## src/rtl/jk_bank_arbiter.sv

```systemverilog
// Round-robin arbiter that grants one JK command per cycle onto a shared
// bank of JK flip-flops, with a one-cycle issue stage ahead of the bank.
module jk_bank_arbiter #(
  parameter int NREQ  = 4,
  parameter int NBITS = 8,
  parameter int AW    = 3,
  localparam int IDW  = (NREQ > 1) ? $clog2(NREQ) : 1
) (
  input  logic                 clk,
  input  logic                 rst,
  input  logic [NREQ-1:0]      req,
  input  logic [2*NREQ-1:0]    req_jk,
  input  logic [AW*NREQ-1:0]   req_addr,
  input  logic                 clr,
  output logic [NREQ-1:0]      gnt,
  output logic [IDW-1:0]       gnt_id,
  output logic                 issue,
  output logic                 err,
  output logic [NBITS-1:0]     jk_j,
  output logic [NBITS-1:0]     jk_k,
  output logic [NBITS-1:0]     q
);

  logic [IDW-1:0]   rr_ptr;
  logic [IDW-1:0]   cand;
  logic [IDW-1:0]   win_idx;
  logic [IDW-1:0]   nxt_ptr;
  logic             win_vld;
  logic [NREQ-1:0]  eligible;
  logic [NREQ-1:0]  win_onehot;
  logic [1:0]       win_jk;
  logic [AW-1:0]    win_addr;
  logic             addr_ok;
  logic [NBITS-1:0] dec_j;
  logic [NBITS-1:0] dec_k;

  // The requester granted this cycle is masked so its next command waits a cycle.
  assign eligible = req & ~gnt;

  always_comb begin
    // NOTE: combinational blocks use blocking '=' and assign every output a
    // default first, so no latch can be inferred on any path.
    win_vld = 1'b0;
    win_idx = '0;
    cand    = '0;
    // Scan from the farthest offset down so the nearest eligible index wins.
    for (int off = NREQ - 1; off >= 0; off--) begin
      cand = IDW'((int'(rr_ptr) + off) % NREQ);
      if (eligible[cand]) begin
        win_vld = 1'b1;
        win_idx = cand;
      end
    end
  end

  always_comb begin
    win_jk     = 2'b00;
    win_addr   = '0;
    win_onehot = '0;
    for (int i = 0; i < NREQ; i++) begin
      if (win_idx == IDW'(i)) begin
        win_jk        = req_jk[2*i +: 2];
        win_addr      = req_addr[AW*i +: AW];
        win_onehot[i] = win_vld;
      end
    end
  end

  assign nxt_ptr = (win_idx == IDW'(NREQ - 1)) ? '0 : win_idx + 1'b1;
  assign addr_ok = int'(win_addr) < NBITS;

  always_comb begin
    dec_j = '0;
    dec_k = '0;
    for (int b = 0; b < NBITS; b++) begin
      dec_j[b] = (win_addr == AW'(b)) & win_jk[1];
      dec_k[b] = (win_addr == AW'(b)) & win_jk[0];
    end
  end

  always_ff @(posedge clk) begin
    // NOTE: sequential state uses non-blocking '<='; every register here,
    // including the bank, is reset so a pre-reset grant leaves no trace.
    if (rst) begin
      rr_ptr <= '0;
      gnt    <= '0;
      gnt_id <= '0;
      issue  <= 1'b0;
      err    <= 1'b0;
      jk_j   <= '0;
      jk_k   <= '0;
      q      <= '0;
    end else begin
      if (win_vld) begin
        rr_ptr <= nxt_ptr;
        gnt    <= win_onehot;
        gnt_id <= win_idx;
        issue  <= 1'b1;
        err    <= ~addr_ok;
        jk_j   <= dec_j;
        jk_k   <= dec_k;
      end else begin
        gnt    <= '0;
        issue  <= 1'b0;
        err    <= 1'b0;
        jk_j   <= '0;
        jk_k   <= '0;
      end
      // Idle bits see J=K=0 and hold, so the whole bank updates uniformly.
      if (clr) q <= '0;
      else     q <= (jk_j & ~q) | (~jk_k & q);
    end
  end

endmodule
```

## config.mk

```make
export PLATFORM = sky130hd
export DESIGN_NAME = jk_bank_arbiter
export DESIGN_NICKNAME = d
export VERILOG_FILES = /design/src/rtl/jk_bank_arbiter.sv
export SDC_FILE = /design/constraint.sdc
export NUM_CORES = 1
export LEC_CHECK = 0
export CORE_ASPECT_RATIO = 1.1
export CORE_MARGIN = 4
export CORE_UTILIZATION = 43
export DETAILED_ROUTE_END_ITERATION = 8
export PLACE_DENSITY = 0.82
export RECOVER_POWER = 25
export SETUP_SLACK_MARGIN = 0.3
export SLEW_MARGIN = 20
export SYNTH_ARGS = -nofsm -noshare
export SYNTH_HDL_FRONTEND = slang
export SYNTH_SLANG_ARGS = --single-unit
```

## constraint.sdc

```tcl
create_clock -name clk -period 2.6 [get_ports clk]
set_clock_uncertainty 0.1 [all_clocks]
set_input_delay 0.52 -clock clk [delete_from_list [all_inputs] [get_ports clk]]
set_output_delay 0.52 -clock clk [all_outputs]
set_load 0.005 [all_outputs]
```

==> flow_summary.yaml <==
run_status:
  outcome: "finished, final reports clean"
clock_network:
  clkSinkCount: 33
  clockBufferDepth: 2
  cts_made_buffers: 5
  cts_max_level: 2
  clk_pin_slew_worst_paths_ps: 100
  cts_tree: "done"
  hold_buffers: 0
  clk_latency_ps: 340
  root_buffer: "clkbuf_4"
grt:
  grt_pass1_vias: 1559
  grt_pass1_wl_um: 7090
  grt_overflow: 0
  grt.total_usage_pct: 20.1
  grt_max_degree: 11
  grt_antenna_before_repair: 0
setup_path:
  crit_path_end_kind: "flip-flop"
  startpoint_type: "flip-flop"
  cpLargestDelayFamily: "compound AO/OA/AOI/OAI gates"
  worstPathMaxFanout: 6
  critPathKind: "flip-flop to flip-flop"
  critPathMostFrequentCell: "buf_6"
  crit_slowest_cell: "dfxtp_1"
  critPathRequiredTime_ps: 2780
  critPathArrivalTime_ps: 2600
  reg2reg_depth: 11
  cp_slowest_stage_delay_ps: 390
  crit_chain: "nand2b_4 -> buf_6 -> o21ai_2 -> o22ai_2 -> buf_6 -> ha_4 -> buf_6 -> a21oi_4 -> a221oi_4 -> o221ai_2 -> nor2_1"
  critical_path_depth: 11
  cp_num_buf_inv: 3
drt:
  ant_nets: 0
  drcViolationCount: 0
  drt_iter0_drc: 63
  routedWlPerCell_um: 18.2
  vias: 1509
  viasPerCell: 5.22
  drt-total-wl_um: 5260
  drt_pass1_iterations: 4
hold_path:
  hold_class: "flip-flop to flip-flop"
  holdPathStages: 1
floorplan:
  die_w_um: 65.3
  dieArea_mm2: 0.00464
  io-pin-count: 59
  row_count: 22
  die_h_um: 71.0
  start_util_pct: 45.5
  core_mm2: 0.00341
timing:
  worstMarginPinSlew_ps: 541
  fin_crit_sh_pct: 93.0
  finalMaxSlewViolations: 0
  min_period_ps: 2420
  clock.fmax_mhz: 414
  rsz0062_at_grt: "yes"
  setup-violations-final: 0
  fin_setup_tns_ps: 0
  hold_viol: 0
  maxSlewHeadroom_pct: 63.9
yosys:
  yosysWarningCount: 0
  synth-compound-area-share_pct: 18.1
  synth_area_per_cell_um2: 10.1
  yosysMostFrequentCell: "dfxtp_1"
  synth_edf_count: 0
  synthArstFlopShare_pct: 0
  yosysTopAreaCell: "dfxtp_1"
  syn_nets: 185
  synth_top_family_by_area: "simple AND/OR/NAND/NOR gates"
  synthSimpleGateAreaFrac_pct: 24.6
  synth_mux_area_share_pct: 5.16
  synth_commonest_cells: "dfxtp_1 (33), nor2_1 (26), inv_1 (11), mux2i_1 (8)"
  synth.distinct_cells: 46
  synthAdderAreaFrac_pct: 3.22
  synth_top_cell_area_share_pct: 42.5
  synth_xor_area_share_pct: 0
  synth_seq_area_share_pct: 42.5
  yosys-top-cells-area: "dfxtp_1 (43%), nor2_1 (6.3%), mux2i_1 (5.2%), a221oi_4 (3.4%), ha_1 (3.2%)"
  syn_inst: 154
  yosys_register_bits: 33
  synthesis.area_mm2: 0.00155
  ys.flop_type: "dfxtp_1"
placed_design:
  dp.cells: 267
  hpwl_um: 3250
  port_buffers: 57
  gp_congestion: 0.864
cells_and_area:
  drive_above_1_share_pct: 33.6
  diodes: 0
  final_cells: 289
  nets: 271
  syn_to_final_growth_pct: 70.3
power:
  power.total_w: 0.00266
  p_leak_nw: 1.01
  power_density_mw_per_mm2: 1010
  vdd_drop_max_uv: 611
flow_run:
  maxCapViolations: 0
==> report_power, final <==
group	total (W)	switching [W]	internal (W)
logic	0.00159	0.000796	0.000792
clock network	0.000407	0.000178	0.000229
registers	0.000668	0.0000672	0.000601
total	0.00266	0.00104	0.00162
==> metal layers <==
layer	vias to the layer above	share of wire, %	track usage (%)	routed length (um)
met5	-	0	0	0
met4	0	4.8	12.0	255
met3	23	5.9	6.19	308
met2	67	53	36.4	2790
met1	719	36	19.7	1900
li1	700	-	-	-
==> cell families after synthesis <==
kind of cell             after synthesis
adder cells (fa/ha/maj)                4
AND/OR/NAND/NOR                       64
multiplexers                           8
AO/OA/AOI/OAI                         26
buffers and inverters                 18
other                                  1
flip-flops                            33
==> stage by stage <==
step / hold WS (ps) / cell area [um2] / setup WS [ps] / util [%]
floorplan: 340 / 1560 / 300 / -
global placement: 345 / 2250 / -375 / 65.8
detailed placement: 360 / 2250 / -477 / 65.8
CTS: 376 / 2490 / 308 / 72.8
global route: 402 / 2650 / 63.1 / 77.5
finish: 374 / 2650 / 182 / 77.5
==> layout by cell type, fill, tap and decap left out, drive strengths merged, types with 2 or more instances in the layout <==
cell type,Yosys,layout
nor3,3,3
nand2,4,4
and3,2,2
mux2i,8,8
a221oi,2,2
nand3b,5,5
buf,5,28
dlygate4sd3,0,8
dfxtp,33,33
ha,4,4
inv,12,12
a21oi,4,4
a211oi,3,3
o221ai,2,2
nor2b,3,3
nand3,5,5
clkdlybuf4s15,0,3
clkbuf,1,7
o22a,2,2
and2,5,5
o2111ai,2,2
o21ai,4,4
nor2,26,26
clkdlybuf4s50,0,45
o22ai,3,3
nand2b,5,5
==> final timing paths <==
kind,start,to,slack (ps)
setup reg to reg,gnt[2],jk_j[1],180
setup / recovery,gnt[2],jk_j[1],180
hold / removal,jk_k[0],q[0],370
hold reg to reg,jk_k[0],q[0],370
==> layout make-up <==
cell class / instances / area, um2
multi-input combinational: 103 / 980
tap: 48 / 60.1
fill: 234 / 768
clock buffer: 7 / 55.1
sequential: 33 / 666
inverter: 12 / 47.5
timing repair buffer: 85 / 807
clock inverter: 1 / 30.0
==> sequential cells by signal, indices dropped and copies added, names as in the netlist <==
register and flops:
gnt 4, gnt_id 2, issue 1, jk_j 8, jk_k 8, q 8
rr_ptr 2
==> timing repair <==
action / 4_1_cts / 5_1_grt
pin swaps: 9 / 22
gates resized for setup: 31 / 24
buffers inserted: 8 / 6
setup endpoints to repair: 16 / 16
No activity file was read; power rests on OpenSTA's default activity.
